`config.mk`:
```
export PLATFORM = sky130hd
export DESIGN_NAME = pixel_sensor_array_flat
export DESIGN_NICKNAME = d
export VERILOG_FILES = /design/src/rtl/pixel_sensor_array_pkg.sv /design/src/rtl/pixel_sensor_array_if.sv /design/src/rtl/pixel_sensor_array_cell.sv /design/src/rtl/pixel_sensor_array.sv /design/src/flat_wrapper.sv
export SDC_FILE = /design/constraint.sdc
export NUM_CORES = 1
export LEC_CHECK = 0
export BUFFER_PORTS_ARGS = -buffer_cell sky130_fd_sc_hd__buf_2
export CAP_MARGIN = 40
export CORE_MARGIN = 2
export CORE_UTILIZATION = 55
export DETAILED_ROUTE_END_ITERATION = 8
export GPL_TIMING_DRIVEN = 0
export HOLD_SLACK_MARGIN = 0.1
export MAX_ROUTING_LAYER = met4
export PLACE_DENSITY = 0.69
export SLEW_MARGIN = 20
export SYNTH_ARGS = -nofsm -noshare
export SYNTH_HDL_FRONTEND = slang
export SYNTH_SLANG_ARGS = --single-unit
```
`constraint.sdc`:
```
create_clock -name clk -period 11.9 [get_ports clk]
set_clock_uncertainty 0.1 [all_clocks]
set_input_delay 2.38 -clock clk [delete_from_list [all_inputs] [get_ports clk]]
set_output_delay 2.38 -clock clk [all_outputs]
set_load 0.05 [all_outputs]
```
`src/rtl/pixel_sensor_array_pkg.sv`:
```
// Shared configuration for the pixel array: geometry, code width and the
// photocurrent divisor model used by every pixel.
package PixelSensorConfig;
    localparam int PIXEL_ARRAY_HEIGHT = 4;
    localparam int PIXEL_ARRAY_WIDTH  = 4;
    localparam int PIXEL_BITS         = 8;
    localparam int MAIN_CLK_PERIOD    = 10;

    // Pixel (r,c) gains one integrator count every pixel_divisor(r,c) exposure cycles.
    function automatic int pixel_divisor(input int row, input int col);
        return 1 + ((row + col) % 4);
    endfunction
endpackage

```
`src/rtl/pixel_sensor_array_if.sv`:
```
// Control/data bundle between the sensor controller (master) and the pixel array (slave).
interface pixel_sensor_array_if #(
    parameter int HEIGHT = PixelSensorConfig::PIXEL_ARRAY_HEIGHT,
    parameter int WIDTH  = PixelSensorConfig::PIXEL_ARRAY_WIDTH,
    parameter int BITS   = PixelSensorConfig::PIXEL_BITS
);
    // No valid/ready pair: ERASE/EXPOSE/RAMP/COUNTER are levels sampled at every
    // posedge clk, READ selects a row and DATA_OUT follows it combinationally.
    logic                        RAMP;
    logic                        ERASE;
    logic                        EXPOSE;
    logic [HEIGHT-1:0]           READ;
    logic [BITS-1:0]             COUNTER;
    logic [WIDTH-1:0][BITS-1:0]  DATA_OUT;

    modport master (
        output RAMP, ERASE, EXPOSE, READ, COUNTER,
        input  DATA_OUT
    );

    modport slave (
        input  RAMP, ERASE, EXPOSE, READ, COUNTER,
        output DATA_OUT
    );
endinterface

```
`src/rtl/pixel_sensor_array_cell.sv`:
```
// One pixel: prescaled light integrator, single-slope comparator and code memory.
module pixel_cell
    import PixelSensorConfig::*;
#(
    parameter int ROW  = 0,
    parameter int COL  = 0,
    parameter int BITS = PIXEL_BITS
) (
    input  logic            clk,
    input  logic            reset,
    input  logic            erase,
    input  logic            expose,
    input  logic            ramp,
    input  logic [BITS-1:0] counter,
    output logic [BITS-1:0] mem
);
    // Prescaler wraps when it reaches divisor-1.
    localparam logic [1:0] P_LAST = 2'((ROW + COL) % 4);

    logic [BITS-1:0] integ;
    logic [1:0]      presc;
    logic            done;

    always_ff @(posedge clk or posedge reset) begin
        if (reset) begin
            integ <= '0;
            presc <= 2'd0;
            mem   <= '0;
            done  <= 1'b0;
        end else if (erase) begin
            integ <= '0;
            presc <= 2'd0;
            mem   <= '0;
            done  <= 1'b0;
        end else if (expose) begin
            if (presc == P_LAST) begin
                presc <= 2'd0;
                if (integ != {BITS{1'b1}})
                    integ <= integ + BITS'(1);
            end else begin
                presc <= presc + 2'd1;
            end
        end else if (ramp && !done && (counter >= integ)) begin
            // First crossing wins; later counter values (even after a wrap) are ignored.
            mem  <= counter;
            done <= 1'b1;
        end
    end
endmodule

```
`src/rtl/pixel_sensor_array.sv`:
```
// Pixel array top: a grid of pixel_cell instances plus the one-hot row read mux.
module pixel_sensor_array
    import PixelSensorConfig::*;
#(
    parameter int HEIGHT = PIXEL_ARRAY_HEIGHT,
    parameter int WIDTH  = PIXEL_ARRAY_WIDTH,
    parameter int BITS   = PIXEL_BITS
) (
    input  logic                 clk,
    input  logic                 reset,
    pixel_sensor_array_if.slave  bus
);
    logic [BITS-1:0] mem [HEIGHT][WIDTH];

    for (genvar r = 0; r < HEIGHT; r++) begin : g_row
        for (genvar c = 0; c < WIDTH; c++) begin : g_col
            pixel_cell #(
                .ROW  (r),
                .COL  (c),
                .BITS (BITS)
            ) u_cell (
                .clk     (clk),
                .reset   (reset),
                .erase   (bus.ERASE),
                .expose  (bus.EXPOSE),
                .ramp    (bus.RAMP),
                .counter (bus.COUNTER),
                .mem     (mem[r][c])
            );
        end
    end

    // Scan from the top row down so the lowest set READ bit ends up selected.
    always_comb begin
        bus.DATA_OUT = '0;
        for (int r = HEIGHT - 1; r >= 0; r--) begin
            if (bus.READ[r]) begin
                for (int c = 0; c < WIDTH; c++)
                    bus.DATA_OUT[c] = mem[r][c];
            end
        end
    end
endmodule

```
`src/flat_wrapper.sv`:
```
// flat-port wrapper written by rule: the top's interface ports become plain ports
module pixel_sensor_array_flat import PixelSensorConfig::*;
#(
    parameter int HEIGHT = PIXEL_ARRAY_HEIGHT,
    parameter int WIDTH  = PIXEL_ARRAY_WIDTH,
    parameter int BITS   = PIXEL_BITS
)
  (clk, reset, bus_RAMP, bus_ERASE, bus_EXPOSE, bus_READ, bus_COUNTER, bus_DATA_OUT);
  pixel_sensor_array_if #(.HEIGHT(HEIGHT), .WIDTH(WIDTH), .BITS(BITS)) bus_i ();
  input  logic clk;
  input  logic reset;
  input wire logic [$bits(bus_i.RAMP)-1:0] bus_RAMP;
  input wire logic [$bits(bus_i.ERASE)-1:0] bus_ERASE;
  input wire logic [$bits(bus_i.EXPOSE)-1:0] bus_EXPOSE;
  input wire logic [$bits(bus_i.READ)-1:0] bus_READ;
  input wire logic [$bits(bus_i.COUNTER)-1:0] bus_COUNTER;
  output wire logic [$bits(bus_i.DATA_OUT)-1:0] bus_DATA_OUT;
  assign bus_i.RAMP = bus_RAMP;
  assign bus_i.ERASE = bus_ERASE;
  assign bus_i.EXPOSE = bus_EXPOSE;
  assign bus_i.READ = bus_READ;
  assign bus_i.COUNTER = bus_COUNTER;
  assign bus_DATA_OUT = bus_i.DATA_OUT;
  pixel_sensor_array #(.HEIGHT(HEIGHT), .WIDTH(WIDTH), .BITS(BITS)) u_core (.clk(clk), .reset(reset), .bus(bus_i));
endmodule
```
# Yosys cells after proc, flatten, opt, wreduce, memory -nomap -nowiden
# Cells that the tools add are included.
[classes] n_addsub=32 order_cmp=16 n_eq_ne=29 muxes=212 reduce_logical=133
[ops] op="two-way mux 8 bit" n=112
[ops] op="adder 8 x 1 -> 8 bit (second input constant)" n=16
[ops] op="greater-or-equal comparator 8 bit" n=16
[ops] op="two-way mux 32 bit" n=4
[ops] op="!= test 8 bit (second input constant)" n=16
[ops] op="nonzero test 2 bit" n=49
[ops] op="two-way mux 2 bit" n=48
[ops] op="two-way mux 1 bit" n=48
[ops] op="AND reduction 3 bit" n=16
[ops] op="adder 2 x 1 -> 2 bit (second input constant)" n=16
[ops] op="logical AND 1 bit" n=32
[ops] op="AND reduction 2 bit" n=16
[ops] op="== test 2 bit (second input constant)" n=8
[ops] op="zero test 1 bit" n=16
[ops] op="== test 2 x 1 -> 1 bit (second input constant)" n=4
[ops] op="zero test 2 bit" n=4
[ops] op="!= test 2 bit (second input constant)" n=1
[totals] regBits=304 input_bits=17 elab_cells=486

# Longest topological paths before layout
# Gate-level depths: netlist of the first run.
[depth] ltp_word=6 mapped_depth=8 mapped_depth_nobuf=7

# Cells and area by module
# From an unflattened synthesis of the first run, not the netlist that was laid out.
[hier_totals] cells_unflattened=1919 area_unflattened_um2=19065.8
[by_module_without_submodules] mod="pixel_cell (u_core.g_row[0].g_col[0].u_cell ...)" n_inst=4 cells_per_inst=115 area_per_inst_um2=1149.9 seq_area_each_um2=475.5
[by_module_without_submodules] mod="pixel_cell (u_core.g_row[0].g_col[2].u_cell ...)" n_inst=4 cells_per_inst=111 area_per_inst_um2=1133.6 seq_area_each_um2=475.5
[by_module_without_submodules] mod="pixel_cell (u_core.g_row[0].g_col[1].u_cell ...)" n_inst=4 cells_per_inst=108 area_per_inst_um2=1131.1 seq_area_each_um2=475.5
[by_module_without_submodules] mod="pixel_cell (u_core.g_row[0].g_col[3].u_cell ...)" n_inst=4 cells_per_inst=116 area_per_inst_um2=1114.8 seq_area_each_um2=475.5
[by_module_without_submodules] mod="pixel_sensor_array" n_inst=1 cells_per_inst=119 area_per_inst_um2=948.4 seq_area_each_um2=0.0

# Least setup slack after synthesis of the first run
# Ideal clock, no wire load.
[synth_path] path_type="input -> output" startpoint="input bus_READ[2]" endpoint="output bus_DATA_OUT[21]" arrival_time_ns=4.219 required_ns=9.420 setup_slack_ns=5.201 path_stages=6 n_path_buf=2 cell_sequence="clkbuf_1 clkbuf_1 nand2_1 a21oi_1 a21oi_1 o21ai_0"
[synth_between] elab_chain_cells=3
[synth_rtl] element="from (decl)" line="flat_wrapper.sv:15" rtl="input wire logic [$bits(bus_i.READ)-1:0] bus_READ;"
[synth_rtl] element="two-way mux 32 bit (3 in series)" line="pixel_sensor_array.sv:37" rtl="if (bus.READ[r]) begin"
[synth_rtl] element="to (decl)" line="flat_wrapper.sv:17" rtl="output wire logic [$bits(bus_i.DATA_OUT)-1:0] bus_DATA_OUT;"
# No other way between the ends.

# Worst setup path after layout of the first run
[layout_path] startpoint="input bus_READ[2]" endpoint="output bus_DATA_OUT[27]"
# The elaborated chain is that of the path after synthesis.

==> out/qor.yml, run 1 <==
power:
  seqPwrFrac_pct: 44.0
  switching_share_pct: 26.6
  switching_power_uw: 659
  power.density_nw_per_um2: 123
  pwr-share-clk_pct: 44.2
  p_int_uw: 1820
  irDropWorstVdd_mv: 0.127
  leakagePower_uw: 0.00915
  power_frac_comb_pct: 11.8
global_route:
  grt_pass1_wl_um: 75500
  grt-ovfl-total: 0
  track_usage_pct: 29.2
  grt_max_degree: 96
  antenna_found_initial: 0
  grt_pass1_vias: 14213
worst_setup_path:
  worst_ep_required_time_ns: 9.42
  crit_arrival_ns: 4.15
  cp-end-kind: "primary output"
  reg2regPathDepth: 7
  crit_type: "input port to primary output"
  crit_path_end: "bus_DATA_OUT[27]"
  reg2reg_to: "u_core.g_row[3].g_col[1].u_cell.mem[4]"
  crit_path_start: "bus_READ[2]"
  r2r_start: "u_core.g_row[3].g_col[1].u_cell.integ[2]"
  worst-path-max-fanout: 10
  crit_path_start_kind: "input port"
  rrSetupSlack_ns: 9.11
synth:
  netlist_area_um2: 18000
  ys_ff_latch: 304
  synth.distinct_cells: 51
  synth_top_area_share_pct: 42.3
  synth_edf_count: 0
  yosys.area.top_type: "dfrtp_1"
  avgSynthCellArea_um2: 9.47
  ys.flop_type: "dfrtp_1"
  syn_nets: 2072
  synth-async-reset-ratio_pct: 100
  yosysWarnings: 0
  yosysSeqAreaShare_pct: 42.3
  synthTopCellsByArea: "dfrtp_1 42%, ha_1 11%, mux2i_1 7.7%, nand2b_1 5.0%, xnor2_1 4.6%"
  synthCells: 1899
detailed_routing:
  vias_per_cell: 5.64
  first_pass_iters: 5
  vias: 13864
  wl_per_cell_um: 19.0
  drt_iter0_markers: 1009
  ant_nets: 0
  wirelength_um: 46600
  route.detailed.drc: 0
sta:
  rsz0062_at_grt: "false"
  fin_ws_ns: 5.27
  finalCritPeriodShare_pct: 55.7
  layout_min_cycle_time_ns: 6.63
  tightest_slew_ns: 0.905
  drv_slew: 0
  slew_headroom_pct: 38.9
  finalHoldViolCount: 0
  fmax_ghz: 0.151
  finalSetupTns_ns: 0
  setup_viol: 0
finish:
  seqCellArea_um2: 7610
  drive_above_1_share_pct: 7.00
  num-fill-cells: 2790
  final_common_cell: "dfrtp_1"
  final_cell_mix: "304 x dfrtp_1, 203 x nor2_1, 164 x nand2_1, 156 x ha_1, 154 x a21oi_1"
  diodes: 0
  area_growth_pct: 11.8
  final_net_count: 2163
  final_core_util_pct: 62.1
  design_area_um2: 20100
  multi_input_area_um2: 9570
place:
  gp_congestion: 0.861
  dp_hpwl_um: 32300
  placed_area_um2: 18900
  io_buffers: 43
  dp_slack_ns: 5.28
clock_tree:
  insertion_delay_ns: 0.53
  clkTransAtPathRegs_ns: 0.06
  ctsResizeCount: 0
  cts_setup_buffers: 0
  cts_tree: "built"
  cts_sinks: 304
  htree_levels: 2
  cts-root-buf: "clkbuf_16"
  postCtsHoldBufs: 0
  numCtsBuffers: 37
  cts_max_path_buffers: 3
floorplan:
  die_area_um2: 34200
  io_pins: 49
  die_x_um: 185
  start_util_pct: 55.6
  die_h_um: 185
  core_region_area_um2: 32400
  core.rowCount: 66
flow_run:
  cap_violations: 0
hold_path:
  hold_class: "register to register"
run_status:
  outcome: "completed"
==> worst min-delay path by stage <==
stage	cells past startpoint	slack (ns)	startpoint	end
after CTS	2	0.40	u_core.g_row[2].g_col[3].u_cell.presc[1]	u_core.g_row[2].g_col[3].u_cell.presc[1]
final	2	0.40	u_core.g_row[1].g_col[1].u_cell.done	u_core.g_row[1].g_col[1].u_cell.done
after global routing	2	0.42	u_core.g_row[3].g_col[1].u_cell.done	u_core.g_row[3].g_col[1].u_cell.done
after floorplan	2	0.36	u_core.g_row[0].g_col[1].u_cell.done	u_core.g_row[0].g_col[1].u_cell.done
after global placement	2	0.37	u_core.g_row[3].g_col[2].u_cell.done	u_core.g_row[3].g_col[2].u_cell.done
after detailed placement	2	0.38	u_core.g_row[0].g_col[3].u_cell.done	u_core.g_row[0].g_col[3].u_cell.done
==> final cells by class <==
class,count,area share (%)
Multi-Input combinational cell,1384,47.6
Inverter,132,2.50
Timing Repair Buffer,52,1.80
Buffer,79,1.57
Sequential cell,304,37.8
Clock inverter,11,0.349
Clock buffer,52,5.60
Tap cell,442,2.75
==> routing by layer <==
layer	up-vias	global-route usage, %	share of wire (%)
met2	327	48.1	48
li1	6657	-	-
met4	0	9.59	3.3
met3	107	4.88	5.2
met5	-	-	0
met1	6773	36.8	43
==> registers in the layout, indices dropped and copies added, names as in the netlist <==
signal	count
u_core.g_row.g_col.u_cell.integ	128
u_core.g_row.g_col.u_cell.mem	128
u_core.g_row.g_col.u_cell.presc	32
u_core.g_row.g_col.u_cell.done	16
==> worst max-delay path, stage by stage <==
cell and delay, ns:
clkbuf_1 0.35, clkbuf_1 0.46, nand2_1 0.11, a21oi_1 0.27, a21oi_1 0.07, o21ai_0 0.19, buf_2 0.30
==> synth_stat cells (all sizes together), types with 2 or more instances <==
| master | instances |
|---|---|
| dfrtp | 304 |
| nor2 | 203 |
| nand2 | 167 |
| ha | 156 |
| a21oi | 154 |
| nand2b | 145 |
| mux2i | 138 |
| inv | 131 |
| xnor2 | 95 |
| clkbuf | 58 |
| o21ai | 49 |
| nand3b | 39 |
| nand3 | 37 |
| o21a | 33 |
| nand4 | 28 |
| nor3 | 24 |
| buf | 21 |
| a2111oi | 17 |
| and3 | 16 |
| o41ai | 15 |
| and4 | 11 |
| or3 | 8 |
| a41oi | 7 |
| and2 | 7 |
| nor4 | 7 |
| a211oi | 6 |
| a31oi | 4 |
| xor2 | 4 |
| a311oi | 3 |
| nor2b | 2 |
| o311a | 2 |
| o311ai | 2 |
==> kinds of logic after synthesis <==
kind of cell	count (synthesis)	synth area share, %
xor+xnor	99	4.82
compound gates	296	10.6
flops	304	42.3
mux	138	7.68
buf+inv	211	4.52
fa+ha+maj	156	10.9
simple gates	695	19.2
==> metrics by stage <==
step | power [uW] | instances | hold WS (ns)
2_1_floorplan | 1300 | 1899 | 0.363
3_3_place_gp | 1390 | 2384 | 0.373
3_5_place_dp | 1400 | 2392 | 0.385
4_1_cts | 2500 | 2455 | 0.395
5_1_grt | 2580 | 2456 | 0.420
6_report | 2480 | 2456 | 0.396
==> power by group through the flow <==
stage | clock [uW] | sequential (uW) | combinational, uW
global route | 1160 | 1090 | 323
global placement | 0 | 1110 | 277
detailed placement | 0 | 1110 | 291
finish | 1100 | 1090 | 291
floorplan | 0 | 1100 | 196
CTS | 1110 | 1090 | 293
Power figures use the tool's default switching activity.
==> run 2, diff against run 1 <==
PLACE_DENSITY = 0.71   (was 0.69)
clock period = 5.9 ns   (was 11.9 ns; I/O delays follow)
==> run 2 against run 1 <==
Non-clock buffer count up 9. Critical path depth is the same. Via count increased by 0.93%. Core utilization up 0.60 points. First-iteration DRC count decreased by 15%. Critical endpoint is now bus_DATA_OUT[0].
==> out/qor.yml, run 2 (same netlist as run 1, synthesis figures left out) <==
run_status:
  outcome: "completed"
power:
  power_frac_comb_pct: 11.6
  pwr-share-clk_pct: 45.5
  p_int_uw: 3820
  switching_share_pct: 25.6
  p_total_uw: 5140
  irDropWorstVdd_mv: 0.238
  leakagePower_uw: 0.00924
  power.density_nw_per_um2: 253
  seqPwrFrac_pct: 42.8
  switching_power_uw: 1320
worst_setup_path:
  rrSetupSlack_ns: 3.12
  cp-end-kind: "primary output"
  crit_path_start_kind: "input port"
  crit_type: "input port to primary output"
  worst_ep_required_time_ns: 4.62
  reg2regPathDepth: 7
  worst-path-max-fanout: 10
  slowest_stage: "clkbuf_1"
  slowest_delay_ns: 0.45
  crit_arrival_ns: 2.97
  r2r_start: "u_core.g_row[0].g_col[1].u_cell.integ[3]"
  reg2reg_to: "u_core.g_row[0].g_col[1].u_cell.mem[0]"
  cp_cell_sequence: "clkbuf_1, clkbuf_1, nand2_1, a21oi_1, a21oi_1, o21ai_0, buf_2"
finish:
  final_common_cell: "dfrtp_1"
  design_area_um2: 20300
  multi_input_area_um2: 9570
  final_net_count: 2171
  drive_above_1_share_pct: 7.21
  final_cell_mix: "304 x dfrtp_1, 203 x nor2_1, 164 x nand2_1, 156 x ha_1, 154 x a21oi_1"
  seqCellArea_um2: 7610
  top_regs: "u_core.g_row.g_col.u_cell.integ: 128 flops, u_core.g_row.g_col.u_cell.mem: 128 flops, u_core.g_row.g_col.u_cell.presc: 32 flops"
  num-fill-cells: 2711
  area_growth_pct: 12.9
  diodes: 0
floorplan:
  die_x_um: 185
  die_h_um: 185
  die_area_um2: 34200
  io_pins: 49
  core.rowCount: 66
  start_util_pct: 55.6
  core_region_area_um2: 32400
clock_tree:
  cts_setup_buffers: 0
  clkTransAtPathRegs_ns: 0.06
  cts-root-buf: "clkbuf_16"
  cts_tree: "built"
  numCtsBuffers: 36
  cts_sinks: 304
  postCtsHoldBufs: 0
  ctsResizeCount: 0
  insertion_delay_ns: 0.52
  htree_levels: 2
  cts_max_path_buffers: 3
hold_path:
  min_from: "u_core.g_row[3].g_col[0].u_cell.done"
  hold_class: "register to register"
  worst_hold_path.num_cells: 2
  min_to: "u_core.g_row[3].g_col[0].u_cell.done"
detailed_routing:
  top_layer: "met4"
  vias_per_cell: 5.67
  wl_met2_um: 22800
  drt_iter0_markers: 861
  wl_met3_um: 2150
  first_pass_iters: 5
  ant_nets: 0
  wl_per_cell_um: 18.9
  vias: 13993
  wirelength_um: 46500
  route.detailed.drc: 0
  route.layer.met1.wl_um: 20100
flow_run:
  cap_violations: 0
sta:
  tightest_slew_ns: 0.883
  rsz0062_at_grt: "false"
  fin_hold_ws_ns: 0.395
  finalCritPeriodShare_pct: 72.0
  fmax_ghz: 0.235
  finalSetupTns_ns: 0
  drv_slew: 0
  slew_headroom_pct: 41.1
  layout_min_cycle_time_ns: 4.25
  setup_viol: 0
  finalHoldViolCount: 0
global_route:
  grt_pass1_wl_um: 74500
  grt_pass1_vias: 14156
  grt_max_degree: 34
  grt-ovfl-total: 0
  track_usage_pct: 28.7
  antenna_found_initial: 0
place:
  gp_congestion: 0.869
  io_buffers: 43
  placed_area_um2: 19000
  dp_hpwl_um: 32900
run 2: changes by cell type in the layout (fill, tap and decap cells not counted), moves of 2 or more:
| cell | previous run | this run |
|---|---|---|
| buf_12 | 0 | 9 |
| clkbuf_1 | 61 | 66 |
| bufinv_16 | 0 | 4 |
| clkinv_2 | 6 | 2 |
| buf_2 | 47 | 50 |
| clkbuf_16 | 39 | 37 |
| clkdlybuf4s15_2 | 3 | 1 |
| clkinvlp_4 | 3 | 1 |
run 2: area by class of cell:
type / instances / share of cell area, %
inverters: 132 / 2.46
repair buffers: 61 / 2.47
plain buffers: 79 / 1.56
flip-flops and latches: 304 / 37.5
multi-input cells: 1384 / 47.1
clock buffers: 56 / 5.46
well taps: 442 / 2.72
clock inverters: 8 / 0.727
run 2: metrics by stage:
step | util, % | std cells | setup slack, ns
floorplan | - | 1899 | 0.577
global placement | 57.9 | 2384 | -1.35
global route | 62.7 | 2466 | 1.56
CTS | 62.7 | 2464 | 1.69
detailed placement | 58.8 | 2400 | 1.69
finish | 62.7 | 2466 | 1.65
run 2: worst max-delay path: cells and delay by family:
kind            cells  cell delay [ns]
buf+inv             3             1.11
compound gates      3             0.57
simple gates        1             0.10
run 2: worst max-delay path by stage:
| stage | from | to | cells after the start |
|---|---|---|---|
| 2_1_floorplan | reset | u_core.g_row[0].g_col[0].u_cell.done | 1 |
| 3_3_place_gp | reset | u_core.g_row[1].g_col[3].u_cell.integ[1] | 2 |
| 3_5_place_dp | bus_READ[2] | bus_DATA_OUT[0] | 7 |
| 4_1_cts | bus_READ[2] | bus_DATA_OUT[28] | 7 |
| 5_1_grt | bus_READ[2] | bus_DATA_OUT[22] | 7 |
| 6_report | bus_READ[2] | bus_DATA_OUT[0] | 7 |
run 2: power groups by stage:
stage	Combinational [uW]	Clock (uW)	Sequential, uW
floorplan	395	0	2230
global placement	558	0	2230
detailed placement	596	0	2240
CTS	600	2380	2200
global route	662	2450	2210
finish	598	2340	2200
run 2: routing by layer:
metal,vias to the layer above,global-route usage (%)
li1,6683,-
met1,6850,35.5
met2,356,48.9
met3,104,3.93
met4,0,9.37
met5,-,-
